[src/rtl/dct_acc_pkg.sv]
// Shared constants and types for the cepstral DCT sequencer/accumulator.
// The coefficient and cosine register files use the same NFILT/NCEPS/SHIFT defaults.
package dct_acc_pkg;

  localparam int NFILT  = 20;
  localparam int NCEPS  = 12;
  localparam int PROD_W = 23;
  localparam int ACC_W  = 28;
  localparam int OUT_W  = 16;
  localparam int SHIFT  = 7;

  localparam int LOG_AW = $clog2(NFILT);
  localparam int COS_AW = $clog2(NFILT * NCEPS);
  localparam int IDX_W  = $clog2(NCEPS);

  typedef enum logic [2:0] {
    IDLE  = 3'd0,
    ISSUE = 3'd1,
    WAIT  = 3'd2,
    ACC   = 3'd3,
    OUT   = 3'd4
  } state_e;

  function automatic logic signed [ACC_W-1:0] sext_prod(input logic signed [PROD_W-1:0] p);
    return {{(ACC_W-PROD_W){p[PROD_W-1]}}, p};
  endfunction

endpackage

[src/rtl/dct_acc_if.sv]
// Handshake and data bundle between dct_acc, the DCT multiplier and the ceps consumer.
// master: environment side (start, multiplier product); slave: dct_acc.
interface dct_acc_if;
  import dct_acc_pkg::*;

  logic                     start;
  logic [LOG_AW-1:0]        log_addr;
  logic [COS_AW-1:0]        cos_addr;
  logic                     mul_en;
  logic signed [PROD_W-1:0] prod;
  logic signed [OUT_W-1:0]  ceps;
  logic [IDX_W-1:0]         ceps_idx;
  logic                     ceps_valid;
  logic                     busy;
  logic                     done;

  modport master (
    output start, prod,
    input  log_addr, cos_addr, mul_en, ceps, ceps_idx, ceps_valid, busy, done
  );

  modport slave (
    input  start, prod,
    output log_addr, cos_addr, mul_en, ceps, ceps_idx, ceps_valid, busy, done
  );

endinterface

[src/rtl/dct_acc_conv.sv]
// Scales the row sum (arithmetic shift, floor) and narrows it to the output width.
// DCT_ACC_SAT_EN defined: saturate; undefined: keep the low OUT_W bits (wrap).
module dct_acc_conv #(
  parameter int ACC_W = 28,
  parameter int OUT_W = 16,
  parameter int SHIFT = 7
) (
  input  logic signed [ACC_W-1:0] acc,
  output logic signed [OUT_W-1:0] ceps
);

  logic signed [ACC_W-1:0] sh;

  assign sh = acc >>> SHIFT;

`ifdef DCT_ACC_SAT_EN
  localparam logic signed [ACC_W-1:0] MAX_V = ACC_W'((1 << (OUT_W-1)) - 1);
  localparam logic signed [ACC_W-1:0] MIN_V = ~MAX_V;

  always_comb begin
    if (sh > MAX_V) begin
      ceps = MAX_V[OUT_W-1:0];
    end else if (sh < MIN_V) begin
      ceps = MIN_V[OUT_W-1:0];
    end else begin
      ceps = sh[OUT_W-1:0];
    end
  end
`else
  // Upper bits are intentionally dropped in the wrapping build.
  logic unused_hi;

  assign unused_hi = ^sh[ACC_W-1:OUT_W];
  assign ceps      = sh[OUT_W-1:0];
`endif

endmodule

[src/rtl/dct_acc.sv]
// Cepstral DCT sequencer: drives the 16x8 multiplier and accumulates one row per coefficient.
// Output narrowing selected by DCT_ACC_SAT_EN (see dct_acc_conv).
//
//   state | meaning
//   IDLE  | waiting for start; counters hold
//   ISSUE | mul_en high, addresses for term k stable
//   WAIT  | multiplier pipeline in flight
//   ACC   | add product into acc, advance cos_addr
//   OUT   | ceps/ceps_idx valid; done on the last row
module dct_acc
  import dct_acc_pkg::*;
(
  input  logic        clk,
  input  logic        reset,
  dct_acc_if.slave    bus
);

  localparam logic [2:0] ST_IDLE  = IDLE;
  localparam logic [2:0] ST_ISSUE = ISSUE;
  localparam logic [2:0] ST_WAIT  = WAIT;
  localparam logic [2:0] ST_ACC   = ACC;
  localparam logic [2:0] ST_OUT   = OUT;

  logic [2:0]               state;
  logic [LOG_AW-1:0]        k;
  logic [IDX_W-1:0]         n;
  logic [COS_AW-1:0]        cos_q;
  logic signed [ACC_W-1:0]  acc;
  logic signed [ACC_W-1:0]  acc_sum;
  logic signed [OUT_W-1:0]  ceps_conv;
  logic signed [OUT_W-1:0]  ceps_q;
  logic [IDX_W-1:0]         ceps_idx_q;
  logic                     ceps_valid_q;
  logic                     done_q;
  logic                     k_last;
  logic                     n_last;

  assign k_last  = (k == LOG_AW'(NFILT - 1));
  assign n_last  = (n == IDX_W'(NCEPS - 1));
  assign acc_sum = acc + sext_prod(bus.prod);

  // Convert the post-add sum so ceps is already registered when OUT is entered.
  dct_acc_conv #(
    .ACC_W (ACC_W),
    .OUT_W (OUT_W),
    .SHIFT (SHIFT)
  ) u_conv (
    .acc  (acc_sum),
    .ceps (ceps_conv)
  );

  always_ff @(posedge clk or negedge reset) begin
    if (!reset) begin
      state        <= ST_IDLE;
      k            <= '0;
      n            <= '0;
      cos_q        <= '0;
      acc          <= '0;
      ceps_q       <= '0;
      ceps_idx_q   <= '0;
      ceps_valid_q <= 1'b0;
      done_q       <= 1'b0;
    end else begin
      ceps_valid_q <= 1'b0;
      done_q       <= 1'b0;
      case (state)
        ST_IDLE: begin
          if (bus.start) begin
            state <= ST_ISSUE;
            k     <= '0;
            n     <= '0;
            cos_q <= '0;
            acc   <= '0;
          end
        end
        ST_ISSUE: state <= ST_WAIT;
        ST_WAIT:  state <= ST_ACC;
        ST_ACC: begin
          acc   <= acc_sum;
          cos_q <= cos_q + 1'b1;
          if (k_last) begin
            state        <= ST_OUT;
            ceps_q       <= ceps_conv;
            ceps_idx_q   <= n;
            ceps_valid_q <= 1'b1;
            done_q       <= n_last;
          end else begin
            k     <= k + 1'b1;
            state <= ST_ISSUE;
          end
        end
        ST_OUT: begin
          if (n_last) begin
            state <= ST_IDLE;
          end else begin
            n     <= n + 1'b1;
            k     <= '0;
            acc   <= '0;
            state <= ST_ISSUE;
          end
        end
        default: state <= ST_IDLE;
      endcase
    end
  end

  assign bus.log_addr   = k;
  assign bus.cos_addr   = cos_q;
  assign bus.mul_en     = (state == ST_ISSUE);
  assign bus.busy       = (state != ST_IDLE);
  assign bus.ceps       = ceps_q;
  assign bus.ceps_idx   = ceps_idx_q;
  assign bus.ceps_valid = ceps_valid_q;
  assign bus.done       = done_q;

endmodule
[src/flat_wrapper.sv]
// flat-port wrapper written by rule: the top's interface ports become plain ports
module dct_acc_flat import dct_acc_pkg::*;
  (clk, reset, bus_start, bus_prod, bus_log_addr, bus_cos_addr, bus_mul_en, bus_ceps, bus_ceps_idx, bus_ceps_valid, bus_busy, bus_done);
  dct_acc_if bus_i ();
  input  logic clk;
  input  logic reset;
  input wire logic [$bits(bus_i.start)-1:0] bus_start;
  input wire logic [$bits(bus_i.prod)-1:0] bus_prod;
  output wire logic [$bits(bus_i.log_addr)-1:0] bus_log_addr;
  output wire logic [$bits(bus_i.cos_addr)-1:0] bus_cos_addr;
  output wire logic [$bits(bus_i.mul_en)-1:0] bus_mul_en;
  output wire logic [$bits(bus_i.ceps)-1:0] bus_ceps;
  output wire logic [$bits(bus_i.ceps_idx)-1:0] bus_ceps_idx;
  output wire logic [$bits(bus_i.ceps_valid)-1:0] bus_ceps_valid;
  output wire logic [$bits(bus_i.busy)-1:0] bus_busy;
  output wire logic [$bits(bus_i.done)-1:0] bus_done;
  assign bus_i.start = bus_start;
  assign bus_i.prod = bus_prod;
  assign bus_log_addr = bus_i.log_addr;
  assign bus_cos_addr = bus_i.cos_addr;
  assign bus_mul_en = bus_i.mul_en;
  assign bus_ceps = bus_i.ceps;
  assign bus_ceps_idx = bus_i.ceps_idx;
  assign bus_ceps_valid = bus_i.ceps_valid;
  assign bus_busy = bus_i.busy;
  assign bus_done = bus_i.done;
  dct_acc u_core (.clk(clk), .reset(reset), .bus(bus_i));
endmodule
[config.mk]
export PLATFORM = sky130hd
export DESIGN_NAME = dct_acc_flat
export DESIGN_NICKNAME = d
export VERILOG_FILES = /design/src/rtl/dct_acc_pkg.sv /design/src/rtl/dct_acc_if.sv /design/src/rtl/dct_acc_conv.sv /design/src/rtl/dct_acc.sv /design/src/flat_wrapper.sv
export SDC_FILE = /design/constraint.sdc
export NUM_CORES = 1
export LEC_CHECK = 0
export ABC_AREA = 1
export CAP_MARGIN = 5
export CORE_AREA = 2 2 89 91
export CTS_BUF_LIST = sky130_fd_sc_hd__clkbuf_2 sky130_fd_sc_hd__clkbuf_4 sky130_fd_sc_hd__clkbuf_8
export DETAILED_ROUTE_END_ITERATION = 10
export DIE_AREA = 0 0 91 93
export PLACE_DENSITY = 0.92
export RECOVER_POWER = 100
export SKIP_CTS_REPAIR_TIMING = 1
export SYNTH_ARGS = -nofsm -noshare
export SYNTH_HDL_FRONTEND = slang
export SYNTH_SLANG_ARGS = --single-unit
export TNS_END_PERCENT = 30
[constraint.sdc]
create_clock -name clk -period 5.16 [get_ports clk]
set_input_delay 0.516 -clock clk [delete_from_list [all_inputs] [get_ports clk]]
set_output_delay 0.516 -clock clk [all_outputs]
set_load 0.05 [all_outputs]
==> metrics.yaml, run 1 <==
detailed_routing:
  drt-initial-drc-count: 234
  drc: 0
  vias_per_cell: 5.327
  finalWirelength_um: 11140
  met1_length_um: 4685
  wl_met2_um: 5357
  vias: 4198
  ant_nets: 0
  drtPass1Iterations: 5
  wire_per_inst_um: 14.13
  highest_layer: "met4"
  wl_met3_um: 825
timing:
  hold_viol_final: 0
  finalClockSkew_ns: 0.006617
  fin_crit_sh: 0.5995
  min_period_ns: 3.093
  fmax_ghz: 0.3233
  tns_ns: 0
  tightest_slew_ns: 1.562
  setup_viol: 0
  holdWs_ns: 0.3555
  relSlewSlack: -0.04522
  final_max_slew_viol_count: 18
  layout_setup_ws_ns: 2.067
  rsz0062_at_grt: "false"
synthesis:
  netlist_top_cells_area: "dfrtp_1 (37%), nand2_1 (19%), inv_1 (7.6%), ha_1 (7.1%), nand3_1 (6.3%)"
  synthCells: 615
  async_flop_share: 1.000
  synthMuxAreaShare: 0.002546
  yosysSeqAreaShare: 0.3678
  yosys.area_share.xor_xnor: 0.01782
  synth-compound-area-share: 0.07129
  ys_seq_elements: 65
  synth_top_area_cell: "dfrtp_1"
  synth-main-ff-cell: "dfrtp_1"
  syn_area_sq_um: 4423
  synth_fp_nets: 667
  netlist_top_cells_count: "nand2_1 (227), inv_1 (89), dfrtp_1 (65)"
  synth_top_family_by_area: "simple AND/OR/NAND/NOR gates"
  synth_cell_type_count: 42
  syn_avg_cell_area_sq_um: 7.192
  yosysWarnings: 0
  synth.top_cell.area_share: 0.3678
  yosysMostFrequentCell: "nand2_1"
  yosys.area_share.simple: 0.3621
  synth_edf_count: 0
  synthAdderAreaFrac: 0.07525
place:
  dpl.hpwl_um: 8047
  place_ws_ns: 2.646
  port_buffers: 62
  place.gp.congestion: 0.9639
critical_path:
  reg2reg_from: "u_core.state[0]"
  slowest_delay_ns: 1.34
  cpMostUsedCell: "nand2_1"
  startpoint_type: "flop"
  reg2reg_to: "u_core.bus.ceps_idx[3]"
  path_cells: "nand2_1 > clkinvlp_2 > nand2_1 > nor2_1 > inv_4 > nand2_1 > o21ai_0"
  rrSetupSlack_ns: 2.07
  cp.arrival_ns: 3.31
  cpLargestDelayFamily: "simple AND/OR/NAND/NOR gates"
  endpoint_kind: "flop"
  crit_fanout: 27
  crit_required_ns: 5.38
  slowest_stage: "nor2_1"
  reg2regPathDepth: 7
  path_class: "flop to flop"
  crit_start: "u_core.state[0]"
  path_buf_inv: 2
global_routing:
  grt_max_degree: 66
  grt_usage: 0.2750
  antenna_found_initial: 0
  grt_pass1_vias: 4155
  grt_overflow_total: 0
  grt_pass1_wl_um: 18690
clock_tree:
  cts_buffer_depth: 2
  htreeDepth: 3
  root_buffer: "clkbuf_8"
  clkTransAtPathRegs_ns: 0.08
  cts_buffers: 9
  clock_latency_ns: 0.34
  cts_tree: "done"
  numClockSinks: 65
power:
  ir_drop_v: 0.0004198
  totalPowerFinal_w: 0.002799
  p_leak_nw: 2.760
  p_per_area_nw_per_um2: 535.9
floorplan:
  dieArea_sq_um: 8463
  placeableCoreArea_sq_um: 7527
  die_height_um: 93
  initial_core_util: 0.5876
  io_pins: 63
  num_rows: 32
  die_w_um: 91
finish:
  antenna_cells: 0
  fin_nets: 733
  syn_to_final_growth_pct: 18.08
  fillers: 667
  drive_gt1_frac: 0.05831
flow_run:
  cap_violations: 1
hold_path:
  hold_class: "input port to async pin"
run_status:
  outcome: "finished with violations"
  violations: "max-capacitance violations, max-slew violations"
[routing by layer]
metal / track usage / vias up
met2: 0.4704 / 169
met1: 0.3377 / 1936
met3: 0.06124 / 23
met5: 0 / -
met4: 0.1136 / 0
li1: - / 2070
[metrics by stage]
stage	instances	utilization	instance area [sq um]
floorplan	615	-	4423
global placement	772	0.6770	5096
detailed placement	772	0.6770	5096
CTS	788	0.7099	5344
global route	788	0.6938	5223
finish	788	0.6938	5223
[how the worst max path moves through the flow]
stage                              to  slack (ns)  cells after the start
2_1_floorplan              bus_mul_en        3.08                      1
3_3_place_gp           u_core.acc[16]        2.70                     12
3_5_place_dp           u_core.acc[16]        2.65                     11
4_1_cts                      bus_busy        2.72                      5
5_1_grt        u_core.bus.ceps_idx[2]        1.80                      6
6_report       u_core.bus.ceps_idx[3]        2.07                      7
[worst reg2reg max path: stages (launching register included)]
cell and delay [ns]:
dfrtp_1 0.41, nand2_1 0.08, clkinvlp_2 0.09, nand2_1 0.41, nor2_1 1.35, inv_4 0.37
nand2_1 0.17, o21ai_0 0.09
[registers in the layout, summed over array words and instances (netlist names)]
register               count
u_core.acc                23
u_core.bus.ceps           16
u_core.bus.ceps_idx        4
u_core.bus.ceps_valid      1
u_core.bus.cos_addr        8
u_core.bus.done            1
u_core.bus.log_addr        5
u_core.n                   4
u_core.state               3
[layout by cell type (no fill, tap or decap), types with 5 or more instances in the layout]
| cell | instances |
|---|---|
| dfrtp_1 | 65 |
| o21ai_0 | 19 |
| nor2_1 | 39 |
| nand2_1 | 232 |
| a21oi_1 | 15 |
| xor2_1 | 6 |
| nor3_1 | 6 |
| nand3_1 | 58 |
| clkdlybuf4s50_1 | 24 |
| inv_1 | 92 |
| dlygate4sd3_1 | 37 |
| nand3b_1 | 7 |
| nand4_1 | 5 |
| ha_1 | 25 |
| clkbuf_8 | 9 |
[power by group]
part | internal, W | switching [W] | total [W]
logic | 0.000493 | 0.00103 | 0.00152
registers | 0.000638 | 0.0000912 | 0.000729
clock network | 0.000329 | 0.000220 | 0.000549
total | 0.00146 | 0.00134 | 0.00280
[kinds of logic (layout without fill, tap and decap cells)]
logic type | count (synthesis) | count (layout)
DFF | 65 | 65
muxes | 1 | 1
AOI/OAI and AO/OA | 49 | 49
and+or+nand+nor | 359 | 359
xor gates and xnor gates | 9 | 9
adders and majority gates | 26 | 26
buffers and inverters | 106 | 177
[layout make-up]
type	count	area [sq um]	area share
Multi-Input combinational cell	444	2222	0.4255
Sequential cell	65	1627	0.3115
Timing Repair Buffer	63	623.1	0.1193
Inverter	98	375.4	0.07187
Clock buffer	10	131.4	0.02516
Tap cell	102	127.6	0.02444
Clock inverter	6	116.4	0.02228
No activity file was read; power rests on OpenSTA's default activity.
==> run 2, diff against run 1 <==
--- a/config.mk
+++ b/config.mk
@@ -7,11 +7,11 @@
 export LEC_CHECK = 0
 export ABC_AREA = 1
 export CAP_MARGIN = 5
-export CORE_AREA = 2 2 89 91
+export CORE_AREA = 2 2 92 94
 export CTS_BUF_LIST = sky130_fd_sc_hd__clkbuf_2 sky130_fd_sc_hd__clkbuf_4 sky130_fd_sc_hd__clkbuf_8
 export DETAILED_ROUTE_END_ITERATION = 10
-export DIE_AREA = 0 0 91 93
-export PLACE_DENSITY = 0.92
+export DIE_AREA = 0 0 94 96
+export PLACE_DENSITY = 0.87
 export RECOVER_POWER = 100
 export SKIP_CTS_REPAIR_TIMING = 1
 export SYNTH_ARGS = -nofsm -noshare
==> constraint.sdc (replaced) <==
create_clock -name clk -period 3 [get_ports clk]
set_input_delay 0.3 -clock clk [delete_from_list [all_inputs] [get_ports clk]]
set_output_delay 0.3 -clock clk [all_outputs]
set_load 0.05 [all_outputs]
==> run 2 against run 1 <==
  * The run still ends with max-capacitance violations, max-slew violations left
  * Clock skew rose by 0.0038 ns
  * Design area about the same
  * Critical path depth down 2
  * First-iteration DRC count shrank 6.0%
  * Total power grew 66%
  * Via count down 0.79%
  * Utilization decreased by 4.5 points
  * Flip-flop and latch count unchanged
  * Critical path type is now flop to output pin
  * Largest cell class unchanged
  * Largest power group unchanged
==> metrics.yaml, run 2 (synthesis results as in run 1) <==
place:
  dpl.cell_count: 775  # was 772
  place.gp.congestion: 1.017  # was 0.9639
  dpl.hpwl_um: 8211  # was 8047 um
  port_buffers: 62  # unchanged
  postPlaceCellArea_sq_um: 5100  # was 5096 sq um
finish:
  utilization: 0.6493  # was 0.6938
  fillers: 706  # was 667
  fin_nets: 733  # unchanged
  antenna_cells: 0  # unchanged
  layout_common_cells: "nand2_1 (230), inv_1 (90), dfrtp_1 (65)"  # was nand2_1 (232), inv_1 (92), dfrtp_1 (65)
  largest_reg_flops: 23  # unchanged
  design_area_sq_um: 5228  # was 5223 sq um
  final_common_cell: "nand2_1"  # unchanged
  regMostFlops: "u_core.acc"  # unchanged
  instances_no_fill: 791  # was 788
  syn_to_final_growth_pct: 18.19  # was 18.08%
  drive_gt1_frac: 0.07289  # was 0.05831
clock_tree:
  clock_latency_ns: 0.35  # was 0.34 ns
  cts_buffers: 9  # unchanged
  htreeDepth: 3  # unchanged
  numClockSinks: 65  # unchanged
  cts_buffer_depth: 2  # unchanged
  cts_tree: "done"  # unchanged
  clkTransAtPathRegs_ns: 0.08  # about the same
  root_buffer: "clkbuf_8"  # unchanged
flow_run:
  cap_violations: 1  # unchanged
timing:
  setup_viol: 0  # unchanged
  rsz0062_at_grt: "false"  # unchanged
  final_max_slew_viol_count: 66  # was 18
  tns_ns: 0  # unchanged
  min_period_ns: 2.241
  fmax_ghz: 0.4463
  fin_crit_sh: 0.7470
  tightest_slew_ns: 1.565  # was 1.562 ns
  relSlewSlack: -0.04360  # was -0.04522
  finalClockSkew_ns: 0.01046  # was 0.006617 ns
  hold_viol_final: 0  # unchanged
critical_path:
  crit_required_ns: 2.70  # was 5.38 ns
  endpoint_kind: "output pin"  # was flop
  startpoint_type: "flop"  # unchanged
  cp.arrival_ns: 1.94  # was 3.31 ns
  path_class: "flop to output pin"  # was flop to flop
  crit_fanout: 4  # was 27
floorplan:
  io_pins: 63  # unchanged
  die_height_um: 96  # was 93 um
  num_rows: 33  # was 32
  dieArea_sq_um: 9024  # was 8463 sq um
  die_w_um: 94  # was 91 um
  initial_core_util: 0.5493  # was 0.5876
  placeableCoreArea_sq_um: 8051  # was 7527 sq um
detailed_routing:
  ant_nets: 0  # unchanged
  wire_per_inst_um: 13.99  # was 14.13 um
  vias: 4165  # was 4198
  finalWirelength_um: 11060  # was 11140 um
  vias_per_cell: 5.265  # was 5.327
  drtPass1Iterations: 6  # was 5
  drt-initial-drc-count: 220  # was 234
  drc: 0  # unchanged
global_routing:
  antenna_found_initial: 0  # unchanged
  use_met2: 0.4554  # was 0.4704
  grt_max_degree: 66  # unchanged
  grt_use_met3: 0.05638  # was 0.06124
  grt_pass1_wl_um: 18260  # was 18690 um
  grt_overflow_total: 0  # unchanged
  grt_pass1_vias: 4140  # was 4155
  grt_usage: 0.2605  # was 0.2750
  globalRouteMet1Util: 0.3091  # was 0.3377
  grt_busiest_layer: "met2"  # unchanged
hold_path:
  hold_class: "input port to async pin"  # unchanged
power:
  p_per_area_nw_per_um2: 886.2  # was 535.9 nW/um^2
  p_leak_nw: 2.780  # was 2.760 nW
  ir_drop_v: 0.0006738  # was 0.0004198 V
run_status:
  outcome: "finished with violations"  # unchanged
  violations: "max-capacitance violations, max-slew violations"  # unchanged
run 2: cell count changes in the layout (fill, tap and decap cells not counted), moves of 2 or more:
cell	before	now
nor2_1	39	35
nor2_4	1	3
inv_1	92	90
bufinv_16	3	0
inv_4	1	4
clkinvlp_4	0	2
clkinvlp_2	4	1
inv_2	1	3
nand2_2	2	4
nand2_1	232	230
o21ai_0	19	21
clkinv_4	3	1
run 2: layout make-up:
class,instances,area (sq um),area share
clock buffers,12,152.6,0.02920
clock inverters,4,28.78,0.005505
inverters,98,379.1,0.07252
multi-input cells,444,2288,0.4378
flip-flops and latches,65,1627,0.3112
well taps,105,131.4,0.02513
repair buffers,63,620.6,0.1187
run 2: critical path: stages (launching register included):
cell and delay, ns:
dfrtp_1 0.44, nor2_4 0.18, inv_4 0.05, nor2_4 0.11
inv_4 0.05, dlygate4sd3_1 0.75
run 2: worst paths after layout:
path / endpoint / cells past startpoint / startpoint / slack (ns)
min reg2reg: u_core.bus.ceps[8] / 2 / u_core.bus.ceps[8] / 0.48
max in group asynchronous: u_core.bus.ceps[8] / 2 / reset / 1.64
min in group clk: u_core.bus.ceps[8] / 2 / u_core.bus.ceps[8] / 0.48
max: bus_busy / 5 / u_core.state[0] / 0.76
max reg2reg: u_core.bus.cos_addr[6] / 8 / u_core.state[0] / 0.76
min: u_core.acc[4] / 2 / reset / 0.43
run 2: per-layer routing:
layer | routed length, um | vias up
met1 | 4692 | 1930
met3 | 640 | 32
met2 | 5431 | 142
li1 | - | 2061
met5 | 0 | -
met4 | 297 | 0
run 2: report_power, final:
| part | internal, W | switching [W] | total (W) | leakage [nW] |
|---|---|---|---|---|
| registers | 0.00110 | 0.000161 | 0.00126 | 0.776 |
| clock network | 0.000341 | 0.000360 | 0.000701 | 0.0894 |
| logic | 0.000871 | 0.00180 | 0.00267 | 1.91 |
| total | 0.00231 | 0.00232 | 0.00463 | 2.78 |
run 2: stage by stage:
step	setup slack (ns)	total power [W]	hold slack [ns]
2_1_floorplan	1.133	0.003372	0.004409
4_1_cts	0.7968	0.004698	0.1597
5_1_grt	0.5959	0.005025	0.5158
6_report	0.7591	0.004633	0.4298
3_5_place_dp	0.6825	0.003981	0.4640
3_3_place_gp	0.7681	0.003886	0.4643
==> run 3, diff against run 2 <==
==> constraint.sdc (replaced) <==
create_clock -name clk -period 2.3 [get_ports clk]
set_input_delay 0.23 -clock clk [delete_from_list [all_inputs] [get_ports clk]]
set_output_delay 0.23 -clock clk [all_outputs]
set_load 0.05 [all_outputs]
==> run 3 against run 2 <==
  * The flow still finishes with violations (max-capacitance violations, max-slew violations)
  * First-iteration DRC count grew 24%
  * Flip-flop and latch count is the same
  * Die area did not move
  * Critical path depth did not move
  * Setup slack worse by 0.65 ns
  * Utilization rose by 0.30 points
  * Wire length fell by 0.19%
  * Clock-buffer cell count fell by 2
  * Highest routed layer unchanged
==> metrics.yaml, run 3 (synthesis results as in run 1) <==
timing:
  fin_crit_sh: 0.9508
  holdWs_ns: 0.4776  # was 0.4298 ns
  final_max_slew_viol_count: 25  # was 66
  tightest_slew_ns: 1.536  # was 1.565 ns
  relSlewSlack: -0.02394  # was -0.04360
  setup_viol: 0  # unchanged
  finalClockSkew_ns: 0.01539  # was 0.01046 ns
  min_period_ns: 2.187
  layout_setup_ws_ns: 0.1132  # was 0.7591 ns
  hold_viol_final: 0  # unchanged
  tns_ns: 0  # unchanged
  rsz0062_at_grt: "false"  # unchanged
  fmax_ghz: 0.4573
critical_path:
  path_class: "flop to output pin"  # unchanged
  crit_fanout: 4  # unchanged
  reg2reg_from: "u_core.n[0]"  # was u_core.state[0]
  reg2reg_to: "u_core.acc[2]"  # was u_core.bus.cos_addr[6]
  crit_required_ns: 2.07  # was 2.70 ns
  cp.arrival_ns: 1.96  # was 1.94 ns
  endpoint_kind: "output pin"  # unchanged
  startpoint_type: "flop"  # unchanged
  reg2regPathDepth: 5  # was 8
  rrSetupSlack_ns: 0.22  # was 0.76 ns
global_routing:
  grt_usage: 0.2672  # was 0.2605
  grt_pass1_wl_um: 18800  # was 18260 um
  grt_busiest_layer: "met2"  # unchanged
  use_met2: 0.4565  # was 0.4554
  grt_use_met3: 0.05873  # was 0.05638
  grt_overflow_total: 0  # unchanged
  globalRouteMet1Util: 0.3181  # was 0.3091
  grt_pass1_vias: 4292  # was 4140
  antenna_found_initial: 0  # unchanged
  grt_max_degree: 42  # was 66
flow_run:
  cap_violations: 1  # unchanged
clock_tree:
  numClockSinks: 65  # unchanged
  htreeDepth: 3  # unchanged
  cts_tree: "done"  # unchanged
  cts_buffers: 9  # unchanged
  root_buffer: "clkbuf_8"  # unchanged
  cts_buffer_depth: 2  # unchanged
  clock_latency_ns: 0.35  # about the same
  clkTransAtPathRegs_ns: 0.08  # about the same
detailed_routing:
  finalWirelength_um: 11040  # was 11060 um
  ant_nets: 0  # unchanged
  wire_per_inst_um: 13.94  # was 13.99 um
  vias_per_cell: 5.212  # was 5.265
  vias: 4128  # was 4165
  drc: 0  # unchanged
  drt-initial-drc-count: 273  # was 220
  drtPass1Iterations: 4  # was 6
finish:
  instances_no_fill: 792  # was 791
  final_common_cell: "nand2_1"  # unchanged
  fin_nets: 734  # was 733
  largest_reg_flops: 23  # unchanged
  regMostFlops: "u_core.acc"  # unchanged
  multi_input_area_sq_um: 2270  # was 2288 sq um
  syn_to_final_growth_pct: 18.73  # was 18.19%
  drive_gt1_frac: 0.06696  # was 0.07289
  antenna_cells: 0  # unchanged
  fillers: 731  # was 706
  layout_common_cells: "nand2_1 (228), inv_1 (90), dfrtp_1 (65)"  # was nand2_1 (230), inv_1 (90), dfrtp_1 (65)
  final-seq-area_sq_um: 1627  # unchanged
power:
  p_per_area_nw_per_um2: 1168  # was 886.2 nW/um^2
  ir_drop_v: 0.0009069  # was 0.0006738 V
  p_leak_nw: 2.775  # was 2.780 nW
hold_path:
  holdPathStages: 2
  hold_path_startpoint: "u_core.bus.ceps[13]"
  hold_class: "flop to flop"  # was input port to async pin
  holdPathEnd: "u_core.bus.ceps[13]"
place:
  place.gp.congestion: 0.9919  # was 1.017
  port_buffers: 62  # unchanged
  dpl.hpwl_um: 8286  # was 8211 um
  place_ws_ns: 0.09669  # was 0.6825 ns
  dpl.cell_count: 775  # unchanged
floorplan:
  io_pins: 63  # unchanged
  placeableCoreArea_sq_um: 8051  # unchanged
  die_height_um: 96  # unchanged
  die_w_um: 94  # unchanged
  num_rows: 33  # unchanged
  dieArea_sq_um: 9024  # unchanged
  initial_core_util: 0.5493  # unchanged
run_status:
  outcome: "finished with violations"  # unchanged
  violations: "max-capacitance violations, max-slew violations"  # unchanged
==> run 3: cell types whose count changed in the layout (fill, tap and decap cells not counted), moves of 2 or more <==
| cell | delta |
|---|---|
| clkbuf_4 | -2 |
| clkinvlp_4 | -2 |
| inv_4 | -2 |
| nand2_1 | -2 |
| nor2_1 | +2 |
| nor2_2 | -2 |
==> run 3: cell type report <==
type                    instances  share of cell area
clock buffers                  10             0.02621
clock inverters                 6             0.01263
inverters                      98             0.07148
flip-flops and latches         65              0.3097
well taps                     105             0.02502
multi-input cells             444              0.4322
repair buffers                 64              0.1227
==> run 3: worst max path at each step <==
stage,slack (ns),from,end
6_report,0.11,u_core.state[0],bus_busy
3_5_place_dp,0.1,bus_prod[0],u_core.bus.ceps[5]
4_1_cts,0.13,u_core.state[0],bus_busy
2_1_floorplan,0.50,u_core.state[2],bus_mul_en
5_1_grt,0.05,u_core.state[0],bus_busy
3_3_place_gp,0.13,bus_prod[0],u_core.acc[16]
==> run 3: metal layers <==
layer / vias to the layer above / wire length, um
met5: - / 0
met4: 0 / 320
met3: 27 / 607
met2: 107 / 5346
met1: 1927 / 4768
li1: 2067 / -
==> run 3: power breakdown <==
part | switching [W] | leakage (nW) | internal, W
logic | 0.00234 | 1.89 | 0.00114
clock network | 0.000483 | 0.107 | 0.000534
registers | 0.000207 | 0.776 | 0.00143
total | 0.00303 | 2.78 | 0.00310
==> run 3: metrics by stage <==
stage / total power (W) / util / instance area [sq um]
final: 0.006134 / 0.6522 / 5251
after detailed placement: 0.005212 / 0.6350 / 5112
after global placement: 0.005077 / 0.6350 / 5112
after global routing: 0.006660 / 0.6522 / 5251
after floorplan: 0.004398 / - / 4423
after CTS: 0.006246 / 0.6603 / 5316
==> run 3: worst max-delay path, cell delays in order (launching register included) <==
cell and delay (ns):
dfrtp_1 0.44, nor2_4 0.18, inv_4 0.05, nor2_4 0.12, inv_4 0.04, dlygate4sd3_1 0.76
